$ cat src/rtl/cache_pkg.sv
// Shared types for the cache-to-memory bridge: address/data defaults,
// bridge FSM states and the write-buffer entry layout.
package cache_pkg;

  localparam int AW_DEF = 32;
  localparam int DW_DEF = 32;
  localparam int WOFF   = 2;

  typedef enum logic [1:0] {
    IDLE,
    RD_MEM,
    WR_MEM,
    RSP
  } state_t;

  typedef struct packed {
    logic [AW_DEF-1:0] addr;
    logic [DW_DEF-1:0] data;
  } wb_entry_t;

endpackage

$ cat src/rtl/wb_fifo.sv
// Write-buffer FIFO with a parallel word-address search that returns the
// newest matching entry, so refill reads see the latest buffered store.
module wb_fifo
  import cache_pkg::*;
#(
  parameter int DEPTH = 4
) (
  input  logic                   clk,
  input  logic                   rst_n,
  input  logic                   push,
  input  wb_entry_t              push_entry,
  input  logic                   pop,
  input  logic [AW_DEF-1:WOFF]   lookup,
  output logic                   hit,
  output logic [DW_DEF-1:0]      hit_data,
  output wb_entry_t              head,
  output logic                   full,
  output logic                   empty
);

  localparam int PW = $clog2(DEPTH);

  wb_entry_t       mem [DEPTH];
  logic [PW-1:0]   wr_ptr;
  logic [PW-1:0]   rd_ptr;
  logic [PW:0]     count;
  logic [PW-1:0]   idx;

  assign head  = mem[rd_ptr];
  assign full  = (count == (PW+1)'(DEPTH));
  assign empty = (count == '0);

  always_ff @(posedge clk or negedge rst_n) begin
    if (!rst_n) begin
      wr_ptr <= '0;
      rd_ptr <= '0;
      count  <= '0;
    end else begin
      if (push) wr_ptr <= wr_ptr + PW'(1);
      if (pop)  rd_ptr <= rd_ptr + PW'(1);
      case ({push, pop})
        2'b10:   count <= count + (PW+1)'(1);
        2'b01:   count <= count - (PW+1)'(1);
        default: count <= count;
      endcase
    end
  end

  // Storage carries no reset; only slots inside the live window are ever searched.
  always_ff @(posedge clk) begin
    if (push) mem[wr_ptr] <= push_entry;
  end

  // Scan oldest to newest so the last match standing is the newest store.
  always_comb begin
    hit      = 1'b0;
    hit_data = '0;
    idx      = '0;
    for (int i = 0; i < DEPTH; i++) begin
      idx = rd_ptr + PW'(i);
      if ((i < int'(count)) && (mem[idx].addr[AW_DEF-1:WOFF] == lookup)) begin
        hit      = 1'b1;
        hit_data = mem[idx].data;
      end
    end
  end

endmodule

$ cat src/rtl/cache_mem_bridge.sv
// Bridge between the cache controller and main memory: buffers write-through
// stores, drains them in the background and services refill reads.
module cache_mem_bridge
  import cache_pkg::*;
#(
  parameter int DEPTH = 4,
  parameter int AW    = AW_DEF,
  parameter int DW    = DW_DEF
) (
  input  logic          clk,
  input  logic          rst_n,
  input  logic          req_valid,
  input  logic          req_we,
  input  logic [AW-1:0] req_addr,
  input  logic [DW-1:0] req_wdata,
  output logic          req_ready,
  output logic          rsp_valid,
  output logic [DW-1:0] rsp_data,
  output logic          mem_req,
  output logic          mem_we,
  output logic [AW-1:0] mem_addr,
  output logic [DW-1:0] mem_wdata,
  input  logic          mem_ack,
  input  logic [DW-1:0] mem_rdata,
  output logic          wb_empty
);

  state_t        state;
  logic          rd_busy;
  logic          rd_hit;
  logic [AW-1:0] rd_addr;
  logic          rd_accept;
  logic          push;
  logic          pop;
  logic          fifo_full;
  logic          fifo_empty;
  logic          fifo_hit;
  logic [DW-1:0] hit_data;
  wb_entry_t     head;
  wb_entry_t     push_entry;

  assign req_ready  = !fifo_full && !rd_busy;
  assign wb_empty   = fifo_empty && (state != WR_MEM);
  assign rd_accept  = req_valid && req_ready && !req_we;
  assign push       = req_valid && req_ready && req_we;
  assign pop        = (state == WR_MEM) && mem_ack;
  assign push_entry = {req_addr, req_wdata};

  wb_fifo #(.DEPTH(DEPTH)) u_fifo (
    .clk        (clk),
    .rst_n      (rst_n),
    .push       (push),
    .push_entry (push_entry),
    .pop        (pop),
    .lookup     (req_addr[AW-1:WOFF]),
    .hit        (fifo_hit),
    .hit_data   (hit_data),
    .head       (head),
    .full       (fifo_full),
    .empty      (fifo_empty)
  );

  // Hit status and forwarded data are captured at accept time, so a drain
  // popping the matching entry afterwards cannot disturb the response.
  always_ff @(posedge clk or negedge rst_n) begin
    if (!rst_n) begin
      state     <= IDLE;
      rd_busy   <= 1'b0;
      rd_hit    <= 1'b0;
      rd_addr   <= '0;
      rsp_valid <= 1'b0;
      rsp_data  <= '0;
      mem_req   <= 1'b0;
      mem_we    <= 1'b0;
      mem_addr  <= '0;
      mem_wdata <= '0;
    end else begin
      rsp_valid <= 1'b0;
      if (rd_accept) begin
        rd_busy  <= 1'b1;
        rd_hit   <= fifo_hit;
        rd_addr  <= req_addr;
        rsp_data <= hit_data;
      end
      case (state)
        IDLE: begin
          if (rd_accept && fifo_hit) begin
            state     <= RSP;
            rsp_valid <= 1'b1;
          end else if (rd_accept) begin
            state    <= RD_MEM;
            mem_req  <= 1'b1;
            mem_we   <= 1'b0;
            mem_addr <= req_addr;
          end else if (rd_busy && rd_hit) begin
            state     <= RSP;
            rsp_valid <= 1'b1;
          end else if (rd_busy) begin
            state    <= RD_MEM;
            mem_req  <= 1'b1;
            mem_we   <= 1'b0;
            mem_addr <= rd_addr;
          end else if (!fifo_empty) begin
            state     <= WR_MEM;
            mem_req   <= 1'b1;
            mem_we    <= 1'b1;
            mem_addr  <= head.addr;
            mem_wdata <= head.data;
          end
        end
        RD_MEM: begin
          if (mem_ack) begin
            mem_req   <= 1'b0;
            rsp_data  <= mem_rdata;
            rsp_valid <= 1'b1;
            state     <= RSP;
          end
        end
        WR_MEM: begin
          if (mem_ack) begin
            mem_req <= 1'b0;
            mem_we  <= 1'b0;
            state   <= IDLE;
          end
        end
        RSP: begin
          rd_busy <= 1'b0;
          state   <= IDLE;
        end
        default: state <= IDLE;
      endcase
    end
  end

endmodule
$ cat config.mk
export PLATFORM = sky130hd
export DESIGN_NAME = cache_mem_bridge
export DESIGN_NICKNAME = d
export VERILOG_FILES = /design/src/rtl/cache_pkg.sv /design/src/rtl/wb_fifo.sv /design/src/rtl/cache_mem_bridge.sv
export SDC_FILE = /design/constraint.sdc
export NUM_CORES = 1
export LEC_CHECK = 0
export CORE_MARGIN = 1.5
export CORE_UTILIZATION = 49
export CTS_CLUSTER_DIAMETER = 30
export CTS_CLUSTER_SIZE = 24
export DETAILED_ROUTE_END_ITERATION = 7
export GPL_ROUTABILITY_DRIVEN = 0
export GPL_TIMING_DRIVEN = 1
export PLACE_DENSITY_LB_ADDON = 0.15
export SLEW_MARGIN = 10
export SYNTH_ARGS = -nofsm -noshare
export SYNTH_HDL_FRONTEND = slang
export SYNTH_SLANG_ARGS = --single-unit
$ cat constraint.sdc
create_clock -name clk -period 5.15 [get_ports clk]
set_input_delay 1.545 -clock clk [delete_from_list [all_inputs] [get_ports clk]]
set_output_delay 1.545 -clock clk [all_outputs]
set_load 0.01 [all_outputs]
==> results of run 1 <==
==> synthesized netlist by cell type, drive strengths merged (13+ instances only) <==
| cell | number |
|---|---|
| nand2 | 228 |
| ha | 14 |
| edfxtp | 256 |
| a211oi | 41 |
| buf | 54 |
| mux2i | 214 |
| nand3 | 14 |
| clkbuf | 110 |
| dfrtp | 142 |
| nand4 | 19 |
| and3 | 36 |
| nor2 | 90 |
| mux2 | 104 |
| a221o | 35 |
| nor3 | 14 |
| a21oi | 81 |
| mux4 | 46 |
| inv | 16 |
| and2 | 13 |
| nand3b | 33 |
| xnor2 | 99 |
| o21ai | 182 |
| nor4 | 15 |
| nor3b | 33 |
==> kinds of logic (layout without fill, tap and decap cells) <==
| kind of cell | after synthesis | in the layout | synth area share, % |
|---|---|---|---|
| compound gates | 400 | 400 | 10.9 |
| flops | 398 | 398 | 49.4 |
| fa+ha+maj | 14 | 14 | 0.770 |
| simple gates | 523 | 523 | 11.4 |
| xor+xnor | 110 | 110 | 4.23 |
| other cells | 0 | 2 | 0 |
| mux | 364 | 364 | 19.7 |
| buf+inv | 180 | 451 | 3.66 |
==> sequential cells by signal, indices dropped and copies added (netlist names), 2 cells and up <==
register and cells:
u_fifo.rd_ptr 2, rsp_data 32, state 2, rd_addr 32, u_fifo.mem 256, mem_addr 32, u_fifo.wr_ptr 2, u_fifo.count 3
mem_wdata 32
==> where the power goes <==
| group | leakage [nW] | total, mW | internal [mW] | switching [mW] |
|---|---|---|---|---|
| clock network | 1.53 | 5.86 | 3.98 | 1.88 |
| registers | 4.08 | 4.72 | 4.15 | 0.569 |
| logic | 5.37 | 7.59 | 3.44 | 4.15 |
| total | 11.0 | 18.2 | 11.6 | 6.60 |
==> how the worst max path moves through the flow <==
stage	start	end	slack (ps)	cells after the start
CTS	u_fifo.rd_ptr[0]	mem_addr[19]	830	11
finish	u_fifo.rd_ptr[0]	mem_addr[14]	700	11
detailed placement	req_addr[28]	mem_addr[19]	290	10
global route	u_fifo.rd_ptr[0]	mem_addr[19]	650	11
floorplan	req_addr[27]	mem_addr[10]	1210	10
global placement	req_addr[9]	mem_addr[12]	400	10
==> stage by stage <==
step / total power, mW / instance area [um^2]
final: 18.2 / 28600
after CTS: 18.2 / 28600
after global routing: 19.0 / 28600
after detailed placement: 12.2 / 25400
after global placement: 12.1 / 25400
after floorplan: 9.75 / 22800
==> layer usage <==
layer	global-route usage (%)	vias to the layer above	routed length (um)
li1	-	7862	-
met1	40.8	8774	29400
met2	42.8	920	30200
met3	6.46	182	6670
met4	12.7	6	2330
met5	0	-	42
==> cell type report <==
cell class	count	area (um^2)	share of cell area (%)
Antenna cell	2	5.00	0.0175
Tap cell	600	751	2.63
Multi-Input combinational cell	1411	10700	37.4
Clock inverter	62	676	2.36
Inverter	16	61.3	0.214
Sequential cell	398	11200	39.3
Clock buffer	110	2510	8.80
Timing Repair Buffer	263	2630	9.19
==> worst register-to-register path, stage by stage (launching register included) <==
cell,delay (ps)
dfrtp_4,920
buf_4,340
mux4_2,580
xnor2_1,340
nand4_1,160
nor4_1,540
nor4b_4,360
inv_2,60
a41oi_2,380
nor4b_4,110
buf_12,200
mux2_4,360
==> summary.txt, run 1 <==
First DRT Iteration DRCs -> 2008
Clock latency on the worst-skew pair -> 620 ps
Top cells by area, synth -> edfxtp_1, dfrtp_1, mux2i_1
Most frequent cells in the layout -> edfxtp_1, nand2_1, mux2i_1
Worst R2R Setup Slack -> 700 ps
Crit path top cell by count -> nor4b_4
Worst Clk Skew -> 26.8 ps
Post-CTS setup buffers -> 0
Worst-path clk slew -> 40 ps
Final setup viols -> 0
Worst-Margin Slew -> 1080 ps
Finished Core Util -> 62.7%
Crit-path slowest cell -> dfrtp_4
Placed insts -> 2688
GRT Overall Usage -> 28.9%
Crit Path Max Fanout -> 45
IO Pins -> 202
Fmax achieved -> 0.224 GHz
Top delay family on crit path -> simple AND/OR/NAND/NOR gates
Post-synth top flop -> edfxtp_1
Ys async rst share -> 35.7%
Detailed Routing Iterations Pass 1 -> 8
Share of the synthesized area in the top cell type -> 33.8%
# hold bufs at CTS -> 0
Drt wl/cell -> 24.0 um
Vias in the first global route -> 17.5k
Most common cell after layout, fill and taps aside -> edfxtp_1
Post-Syn Nets -> 2104
Critical path arrival -> 4940 ps
Cell leakage power -> 11.0 nW
Finished Layout Cells -> 2862
Final Max Slew Viols -> 0
Synthesized area -> 22800 um^2
Max IR drop VDD -> 0.390 mV
Post-route setup TNS -> 0 ps
Syn-to-layout area delta -> 25.6%
RSZ-0062 raised after global routing -> false
Syn. warnings -> 0
Kind of critical path -> flop to flop
WHS Endpoint -> mem_wdata[5]
Tmin final -> 4450 ps
Post-DP HPWL -> 45100 um
Critical-path cell list -> buf_4 -> mux4_2 -> xnor2_1 -> nand4_1 -> nor4_1 -> nor4b_4 -> inv_2 -> a41oi_2 -> nor4b_4 -> buf_12 -> mux2_4
CP bufs+invs -> 3
H-tree Lvls -> 3
Chip height -> 219 um
Cts bufs inserted -> 91
Synth Area per Inst -> 11.4 um^2
First-pass GRT wire length -> 104000 um
Largest net degree at the start of global routing -> 93
Final worst path period share -> 86.5%
Number of port buffers -> 201
Register area share after synthesis -> 49.4%
Via density -> 6.20
CTS Root Cell -> clkbuf_16
Routed vias -> 17.7k
Post-Synthesis Cells -> 1989
Critical Path RT -> 5640 ps
Post-CTS sizing -> 0
Pwr dens -> 636 nW/um^2
Core area -> 45600 um^2
Launch point of the worst reg-to-reg path -> u_fifo.rd_ptr[0]
Yosys top cell by area -> edfxtp_1
Outcome -> completed
Hold path depth -> 2
Worst slack at placement -> 291 ps
Share of cells above drive strength 1 -> 17.6%
Critical path startpoint category -> flop
DRC Markers -> 0
Maximum Capacitance Violations -> 0
Initial Utilization -> 49.9%
Number of distinct library cells after synthesis -> 68
CTS tree -> yes
Fin Hold WS -> 473 ps
Site Rows -> 78
Worst r2r path cells -> 11
Routed Antenna Nets -> 0
Post-synth EDFFs -> 256
Final Hold Vio Count -> 0
Remaining global-route overflow -> 0
# fillers -> 3445
Worst Hold Launch -> mem_wdata[5]
Worst hold path type -> flop to flop
Drt total wl -> 68600 um
Die W -> 219 um
Die Area -> 47700 um^2
Final net count -> 2296
Max-slew headroom -> 28.1%
Yosys reg bits -> 398
Longest Clk Path Bufs -> 3
Worst setup margin -> 695 ps
Crit-path max cell delay -> 920 ps
Initial antenna violation count -> 4
FF-to-FF End -> mem_addr[14]
Setup crit end kind -> flop
CTS Sinks -> 398
Power figures use the tool's default switching activity.
==> run 2, diff against run 1 <==
Settings changed: SLEW_MARGIN 10 to 5.
==> results of run 2 <==
Final layout, timing and power as in run 1 (identical DEF).
